[src/rtl/sequence_generator_moore.sv]
// -----------------------------------------------------------------------------
// sequence_generator_moore
//   Moore-style serial pattern transmitter, the drive end for the lab
//   sequence detector. A stored SEQ_LEN-bit pattern is shifted out MSB-first,
//   one bit per clock, repeated (repeat_cnt+1) times back-to-back with no
//   gap bits between copies. Handshake is start / busy / done.
//
// Parameters
//   SEQ_LEN    pattern length in bits (2..16)
//   SEQ        reset value of the pattern register
//   REPEAT_W   width of repeat_cnt; max copies = 2**REPEAT_W
//   IDLE_LEVEL data_out level whenever data_valid = 0
//
// Ports
//   clk          in   rising-edge clock
//   reset        in   asynchronous, active-high reset
//   start        in   request a transmission (sampled in IDLE only)
//   load_pattern in   pattern_reg <= pattern_in (honoured in IDLE only)
//   pattern_in   in   [SEQ_LEN-1:0] new pattern
//   repeat_cnt   in   [REPEAT_W-1:0] extra copies, latched on accepted start
//   abort        in   terminate transmission (wins over start in IDLE)
//   data_out     out  serial bit, decoded from registered state/shift_reg
//   data_valid   out  1 while a pattern or parity bit is on data_out
//   busy         out  1 in SHIFT/PARITY
//   done         out  1-cycle pulse after the last bit of a completed run
//   state_out    out  [2:0] state code: IDLE=0 SHIFT=1 PARITY=2 DONE=3
//
// Build option
//   SEQ_GEN_PARITY_EN : when defined, each copy is followed by one
//   even-parity bit (^pattern_reg) emitted from the PARITY state.
//   When undefined, PARITY is unreachable and copies are SEQ_LEN bits.
// -----------------------------------------------------------------------------
module sequence_generator_moore #(
  parameter int unsigned        SEQ_LEN    = 4,
  parameter logic [SEQ_LEN-1:0] SEQ        = 4'b1010,
  parameter int unsigned        REPEAT_W   = 3,
  parameter logic               IDLE_LEVEL = 1'b0
) (
  input  logic                clk,
  input  logic                reset,
  input  logic                start,
  input  logic                load_pattern,
  input  logic [SEQ_LEN-1:0]  pattern_in,
  input  logic [REPEAT_W-1:0] repeat_cnt,
  input  logic                abort,
  output logic                data_out,
  output logic                data_valid,
  output logic                busy,
  output logic                done,
  output logic [2:0]          state_out
);

  localparam int unsigned        CNT_W    = (SEQ_LEN > 1) ? $clog2(SEQ_LEN) : 1;
  localparam logic [CNT_W-1:0]   LAST_BIT = CNT_W'(SEQ_LEN - 1);

  typedef enum logic [2:0] {
    S_IDLE   = 3'd0,
    S_SHIFT  = 3'd1,
    S_PARITY = 3'd2,
    S_DONE   = 3'd3
  } state_t;

  state_t              r_state;
  logic [SEQ_LEN-1:0]  r_pattern;
  logic [SEQ_LEN-1:0]  r_shift;
  logic [REPEAT_W-1:0] r_rep;
  logic [CNT_W-1:0]    r_cnt;

  state_t              w_state_nxt;
  logic [SEQ_LEN-1:0]  w_pattern_nxt;
  logic [SEQ_LEN-1:0]  w_shift_nxt;
  logic [REPEAT_W-1:0] w_rep_nxt;
  logic [CNT_W-1:0]    w_cnt_nxt;
  logic                w_copy_end;

  // ---------------------------------------------------------------------------
  // State and datapath registers
  // ---------------------------------------------------------------------------
  always_ff @(posedge clk or posedge reset) begin
    if (reset) begin
      r_state   <= S_IDLE;
      r_pattern <= SEQ;
      r_shift   <= '0;
      r_rep     <= '0;
      r_cnt     <= '0;
    end else begin
      r_state   <= w_state_nxt;
      r_pattern <= w_pattern_nxt;
      r_shift   <= w_shift_nxt;
      r_rep     <= w_rep_nxt;
      r_cnt     <= w_cnt_nxt;
    end
  end

  // ---------------------------------------------------------------------------
  // Next-state / datapath logic
  // ---------------------------------------------------------------------------
  always_comb begin
    w_state_nxt   = r_state;
    w_pattern_nxt = r_pattern;
    w_shift_nxt   = r_shift;
    w_rep_nxt     = r_rep;
    w_cnt_nxt     = r_cnt;
    w_copy_end    = 1'b0;

    case (r_state)
      S_IDLE: begin
        if (load_pattern) begin
          w_pattern_nxt = pattern_in;
        end
        if (start && !abort) begin
          // A same-cycle load is both stored and sent.
          w_shift_nxt = load_pattern ? pattern_in : r_pattern;
          w_rep_nxt   = repeat_cnt;
          w_cnt_nxt   = '0;
          w_state_nxt = S_SHIFT;
        end
      end

      S_SHIFT: begin
        if (abort) begin
          w_state_nxt = S_IDLE;
        end else begin
          w_shift_nxt = {r_shift[SEQ_LEN-2:0], 1'b0};
          w_cnt_nxt   = r_cnt + 1'b1;
          if (r_cnt == LAST_BIT) begin
`ifdef SEQ_GEN_PARITY_EN
            w_state_nxt = S_PARITY;
`else
            w_copy_end  = 1'b1;
`endif
          end
        end
      end

`ifdef SEQ_GEN_PARITY_EN
      S_PARITY: begin
        if (abort) begin
          w_state_nxt = S_IDLE;
        end else begin
          w_copy_end = 1'b1;
        end
      end
`endif

      S_DONE: begin
        w_state_nxt = S_IDLE;
      end

      default: begin
        w_state_nxt = S_IDLE;
      end
    endcase

    // End of one copy: either finish, or reload the pattern and keep
    // shifting on the very next clock so copies are back-to-back.
    if (w_copy_end) begin
      if (r_rep == '0) begin
        w_state_nxt = S_DONE;
      end else begin
        w_rep_nxt   = r_rep - 1'b1;
        w_shift_nxt = r_pattern;
        w_cnt_nxt   = '0;
        w_state_nxt = S_SHIFT;
      end
    end
  end

  // ---------------------------------------------------------------------------
  // Moore output decode (registers only, no input paths)
  // ---------------------------------------------------------------------------
  always_comb begin
    data_out   = IDLE_LEVEL;
    data_valid = 1'b0;
    busy       = 1'b0;
    done       = 1'b0;
    state_out  = r_state;

    case (r_state)
      S_SHIFT: begin
        data_out   = r_shift[SEQ_LEN-1];
        data_valid = 1'b1;
        busy       = 1'b1;
      end
`ifdef SEQ_GEN_PARITY_EN
      S_PARITY: begin
        data_out   = ^r_pattern;
        data_valid = 1'b1;
        busy       = 1'b1;
      end
`endif
      S_DONE: begin
        done = 1'b1;
      end
      default: begin
        data_out = IDLE_LEVEL;
      end
    endcase
  end

endmodule
[config.mk]
export PLATFORM = sky130hd
export DESIGN_NAME = sequence_generator_moore
export DESIGN_NICKNAME = d
export VERILOG_FILES = /design/src/rtl/sequence_generator_moore.sv
export SDC_FILE = /design/constraint.sdc
export NUM_CORES = 1
export LEC_CHECK = 0
export BUFFER_PORTS_ARGS = -buffer_cell sky130_fd_sc_hd__buf_2
export CORE_MARGIN = 2
export CORE_UTILIZATION = 41
export CTS_CLUSTER_SIZE = 10
export DETAILED_ROUTE_END_ITERATION = 8
export PLACE_DENSITY_LB_ADDON = 0.25
export SYNTH_ARGS = -nofsm -noshare
export SYNTH_HDL_FRONTEND = slang
export SYNTH_SLANG_ARGS = --single-unit
[constraint.sdc]
create_clock -name clk -period 1.9 [get_ports clk]
set_input_delay 0.38 -clock clk [delete_from_list [all_inputs] [get_ports clk]]
set_output_delay 0.38 -clock clk [all_outputs]
set_load 0.02 [all_outputs]
==> out/summary.txt, run 1 <==
Mean Syn Cell Area - 11.5 sq um
CTS clk-pin slew, worst paths - 80 ps
DR WL/cell - 12.3 um
Req. time, crit path - 1520 ps
CP Buf/Inv Count - 1
largest net degree at the start of global routing - 16
CTS Hold Bufs - 0
worst vdd ir - 0.521 mV
Mapped Nets - 86
Diodes inserted - 0
outcome - finished clean
most frequent cells in the layout - buf_2, dfrtp_1, nor2_1
# setup viols final - 0
dpl cells - 114
vias in the first global route - 564
Mapped Area - 817 sq um
post-synth cell types - 32
unrepaired setup endpoints after global routing - false
CTS sink count - 15
Total GRT Usage - 14.1%
DRT iter0 DRCs - 9
Post-CTS Resized - 0
Worst-Skew Late Latency - 270 ps
Yosys warnings - 0
CTS Buf Count - 3
leading cell type in the layout, fill and taps excluded - buf_2
Vias/cell - 5.14
layout cell share with drive strength beyond 1 - 33.0%
Starting Density - 42.5%
measured slew at the worst slew-check pin - 663 ps
total grt overflow - 0
Finished Layout Cells - 118
maximum clock insertion buffer count - 2
Post-Route WL - 1.45 mm
Crit path arrival time - 1300 ps
First-pass DRT Iterations - 5
crit path capture type - output port
max capacitance violation total - 0
Tcrit/Tclk final - 88.3%
Die Ht - 48.6 um
CTS H-tree lvls - 1
via count - 607
Hold Path Class - in -> async
pwr/cell area - 798 nW/um^2
DR DRC count - 0
critical path class - reg -> out
flops & latches, synth - 15
Synth Instances - 71
clock skew - 3.73 ps
CP max stage delay - 520 ps
HPWL after detailed placement - 1.16 mm
Worst Setup Start Kind - flop
Final Hold Fails - 0
CP max stage cell - dfrtp_1
initial antenna violation count - 0
Leakage - 0.468 nW
Crit Path Max Fanout - 9
Worst slew margin - 55.3%
Tot Pwr - 0.762 mW
nets@finish - 107
Post-DRT Antenna Nets - 0
family with the most delay on the worst path - flip-flops
cells along the critical path - nor2b_1 -> and2_1 -> buf_2
setup tns final - 0 ps
die area - 2370 sq um
synth-to-layout area growth - 16.8%
Max Slew Vio Count - 0
Tmin final - 1680 ps
FP Rows - 16
Core ar. - 1920 sq um
die width - 48.6 um
Fmax - 596 MHz
first-pass GRT wire length - 2.61 mm
IO Port Bufs - 17
clock root cell - clkbuf_4
Post-CTS Setup Bufs - 0
Seq/Total Area, Yosys - 46.2%
GP Congestion - 0.709
CTS tree - done
IO Count - 19
[cell families after synthesis]
group / after synthesis / share of synthesized area [%]
buffers and inverters: 6 / 3.67
other: 1 / 0.459
multiplexers: 6 / 7.96
adder cells (fa/ha/maj): 3 / 4.59
flip-flops: 15 / 46.2
AND/OR/NAND/NOR: 27 / 24.0
AO/OA/AOI/OAI: 13 / 13.0
[report_power, final]
part           total, mW  switching (mW)  internal [mW]  leakage [nW]
sequential         0.412          0.0356          0.377         0.183
combinational      0.178          0.0879         0.0896         0.269
clock              0.172          0.0909         0.0813        0.0150
[routing by layer]
layer	up-vias	part of all wire, %	global-route usage, %
met2	13	48	22.8
met1	289	48	18.9
met4	0	0	1.43
met5	-	0	0
met3	0	3.8	4.63
li1	305	-	-
[flip-flops by register name, summed over array words and instances (netlist names)]
register	cells
r_rep	3
r_shift	4
r_cnt	2
state_out	2
r_pattern	4
[per-stage QoR]
stage | worst slack, ps | hold WS (ps) | utilization (%) | cell area (sq um)
3_3_place_gp | 358 | 461 | 48.3 | 928
5_1_grt | 55.1 | 187 | 49.7 | 955
6_report | 223 | 137 | 49.7 | 955
2_1_floorplan | 222 | 280 | - | 817
4_1_cts | 192 | 156 | 49.7 | 955
3_5_place_dp | 344 | 462 | 48.3 | 928
[synthesized netlist by cell type]
cell / instances / share of area (%)
dfrtp_1: 13 / 40
nor2_1: 6 / 2.8
a221o_1: 4 / 4.9
and3_1: 4 / 3.1
inv_1: 4 / 1.8
a22o_1: 3 / 3.2
ha_1: 3 / 4.6
mux2_1: 3 / 4.1
and2_1: 2 / 1.5
buf_4: 2 / 1.8
dfstp_2: 2 / 6.4
mux2i_1: 2 / 2.5
nand2_1: 2 / 0.92
nor2b_1: 2 / 1.5
nor3_1: 2 / 1.2
a21oi_1: 1 / 0.61
a22oi_1: 1 / 0.92
conb_1: 1 / 0.46
mux2_2: 1 / 1.4
nand2b_1: 1 / 0.77
nand3_1: 1 / 0.61
nand3_4: 1 / 2.1
nand4bb_1: 1 / 1.4
nor3b_2: 1 / 1.5
nor3b_4: 1 / 2.3
nor4_1: 1 / 0.77
nor4b_2: 1 / 1.8
o211ai_1: 1 / 0.92
o21ai_0: 1 / 0.61
o21ai_2: 1 / 1.1
o22ai_1: 1 / 0.77
or4b_4: 1 / 1.7
[worst reg2reg max path, stage by stage (launching register included)]
cell	delay [ps]
dfrtp_1	510
nor2_1	140
o21ai_0	240
a22o_1	270
a221o_1	280
[path summary, 6_finish.rpt]
check	start	end	slack, ps	cells after the start
max in group asynchronous	reset	r_pattern[3]$_DFFE_PP1N_	1390	2
min reg2reg	r_pattern[0]$_DFFE_PP0N_	r_pattern[0]$_DFFE_PP0N_	510	1
min	reset	r_rep[0]$_DFF_PP0_	140	2
max reg2reg	state_out[1]$_DFFE_PP0P_	r_shift[3]$_DFF_PP0_	350	4
min in group clk	pattern_in[0]	r_pattern[0]$_DFFE_PP0N_	340	2
max	state_out[0]$_DFFE_PP0P_	data_out	220	3
[final cells by class]
cell class                 instances  area, sq um
clock buffer                       4         26.3
inverter                           4         15.0
fill                             198          967
multi-input combinational         50          409
sequential                        15          378
tap                               27         33.8
timing repair buffer              18         92.6
(Power assumes the default switching activity.)
==> run 2: changes to the inputs <==
--- a/config.mk
+++ b/config.mk
@@ -8,9 +8,11 @@
 export BUFFER_PORTS_ARGS = -buffer_cell sky130_fd_sc_hd__buf_2
 export CORE_MARGIN = 2
 export CORE_UTILIZATION = 41
+export CTS_BUF_LIST = sky130_fd_sc_hd__clkbuf_8
 export CTS_CLUSTER_SIZE = 10
 export DETAILED_ROUTE_END_ITERATION = 8
 export PLACE_DENSITY_LB_ADDON = 0.25
+export SKIP_CTS_REPAIR_TIMING = 1
 export SYNTH_ARGS = -nofsm -noshare
 export SYNTH_HDL_FRONTEND = slang
 export SYNTH_SLANG_ARGS = --single-unit
==> run 2 against run 1 <==
  * Power rose by 9.4%
  * Critical endpoint unchanged
  * Combinational power barely moved
  * First-iteration DRC count rose by 11%
  * Hold slack improved by 41 ps
  * Cell area rose by 2.0%
  * Global-route usage rose by 0.40 points
  * Routed wire length rose by 0.69%
  * Register-to-register slack barely moved
  * Sequential cell count did not move
  * Largest power group unchanged
  * Cell count did not move
==> out/summary.txt, run 2 (synthesis gave the netlist of run 1 again) <==
# fillers - 195
RR Startpoint - state_out[1]$_DFFE_PP0P_
Clk pwr share - 29.1%
CTS tree - done
FF-to-FF path depth - 3
clock root cell - clkbuf_8
Vias/cell - 5.22
area of the multi-input gates - 409 sq um
sequential cell area - 378 sq um
CTS clk-pin slew, worst paths - 60 ps
Core ar. - 1920 sq um
DR DRC count - 0
grt met2 use - 22.8%
pwr/cell area - 856 nW/um^2
Worst Setup Start Kind - flop
most frequent cells in the layout - buf_2, dfrtp_1, nor2_1
Tcrit/Tclk final - 86.5%
outcome - finished clean
Leakage - 0.480 nW
Crit Path Max Fanout - 9
Starting Density - 42.5%
GP Congestion - 0.709
initial antenna violation count - 0
Area after DPL - 928 sq um
FP Rows - 16
net switching power figure - 0.224 mW
total grt overflow - 0
Diodes inserted - 0
Setup crit start - state_out[0]$_DFFE_PP0P_
vias in the first global route - 562
setup tns final - 0 ps
worst vdd ir - 0.667 mV
die area - 2370 sq um
Die Ht - 48.6 um
crit path capture type - output port
HPWL after detailed placement - 1.16 mm
worst r2r dst - r_shift[0]$_DFF_PP0_
Critical Path End - data_out
Tot Pwr - 0.834 mW
unrepaired setup endpoints after global routing - false
Int Pwr - 0.610 mW
sw frac - 26.8%
Worst-Skew Late Latency - 240 ps
Total GRT Usage - 14.4%
synth-to-layout area growth - 19.1%
Max Slew Vio Count - 0
grt peak-use layer - met2
Hold Path Class - in -> async
Req. time, crit path - 1520 ps
Tmin final - 1640 ps
final instance area - 973 sq um
Worst slew margin - 56.0%
die width - 48.6 um
first-pass GRT wire length - 2.62 mm
via count - 616
measured slew at the worst slew-check pin - 653 ps
Post-Route WL - 1.46 mm
CTS sink count - 15
Comb pwr share - 21.3%
Fmax - 609 MHz
IO Count - 19
Sequential Power Share - 49.6%
IO Port Bufs - 17
Core Util, Final - 50.7%
met1 Resource Use GR - 18.9%
top flop regs - r_pattern (4), r_shift (4), r_rep (3)
CTS H-tree lvls - 1
DRT iter0 DRCs - 10
largest net degree at the start of global routing - 16
clock skew - 1.62 ps
Crit path arrival time - 1260 ps
Post-DRT Antenna Nets - 0
layout cell share with drive strength beyond 1 - 33.0%
max capacitance violation total - 0
critical path class - reg -> out
FF-to-FF setup slack - 340 ps
First-pass DRT Iterations - 5
GRT met3 Usage - 4.63%
DR WL/cell - 12.4 um
# setup viols final - 0
Final Hold Fails - 0
leading cell type in the layout, fill and taps excluded - buf_2
CTS Buf Count - 3
nets@finish - 107
maximum clock insertion buffer count - 2
==> run 2: cell count changes in the layout (fill, tap and decap cells not counted) <==
cell      previous run  this run
clkbuf_8             0         3
clkbuf_4             3         0
inv_1                4         5
clkbuf_1             1         0
==> run 2: worst min-delay path by stage <==
| stage | start | end | cells after the start |
|---|---|---|---|
| final | reset | r_rep[0]$_DFF_PP0_ | 2 |
| after global routing | reset | r_pattern[0]$_DFFE_PP0N_ | 2 |
| after CTS | reset | r_pattern[0]$_DFFE_PP0N_ | 2 |
| after detailed placement | reset | r_pattern[0]$_DFFE_PP0N_ | 2 |
| after global placement | reset | r_pattern[0]$_DFFE_PP0N_ | 2 |
| after floorplan | reset | r_cnt[0]$_DFF_PP0_ | 1 |
==> run 2: final cells by class <==
class                      count  share of cell area, %
timing repair buffer          18                   9.51
clock inverter                 1                  0.386
tap                           27                   3.47
inverter                       4                   1.54
sequential                    15                   38.8
clock buffer                   3                   4.24
multi-input combinational     50                   42.0
==> run 2: worst max-delay path: stages, from the launching register on <==
cell and delay (ps):
dfrtp_1 510, nor2b_1 220, and2_1 140, buf_2 150
==> run 2: per-layer routing <==
| layer | vias up | share of wire (%) |
|---|---|---|
| li1 | 305 | - |
| met1 | 292 | 47 |
| met2 | 17 | 47 |
| met3 | 2 | 4.2 |
| met4 | 0 | 0.89 |
| met5 | - | 0 |
==> run 2: power by group through the flow <==
| stage | Clock, mW | Sequential, mW | Combinational (mW) |
|---|---|---|---|
| floorplan | 0 | 0.408 | 0.139 |
| global placement | 0 | 0.416 | 0.176 |
| detailed placement | 0 | 0.418 | 0.181 |
| CTS | 0.251 | 0.413 | 0.181 |
| global route | 0.268 | 0.419 | 0.204 |
| finish | 0.243 | 0.413 | 0.177 |
==> run 2: stage by stage <==
step	instances	setup slack, ps	hold slack, ps
2_1_floorplan	71	222	280
3_3_place_gp	114	358	461
3_5_place_dp	114	344	462
4_1_cts	118	230	200
5_1_grt	118	98.9	234
6_report	118	257	178
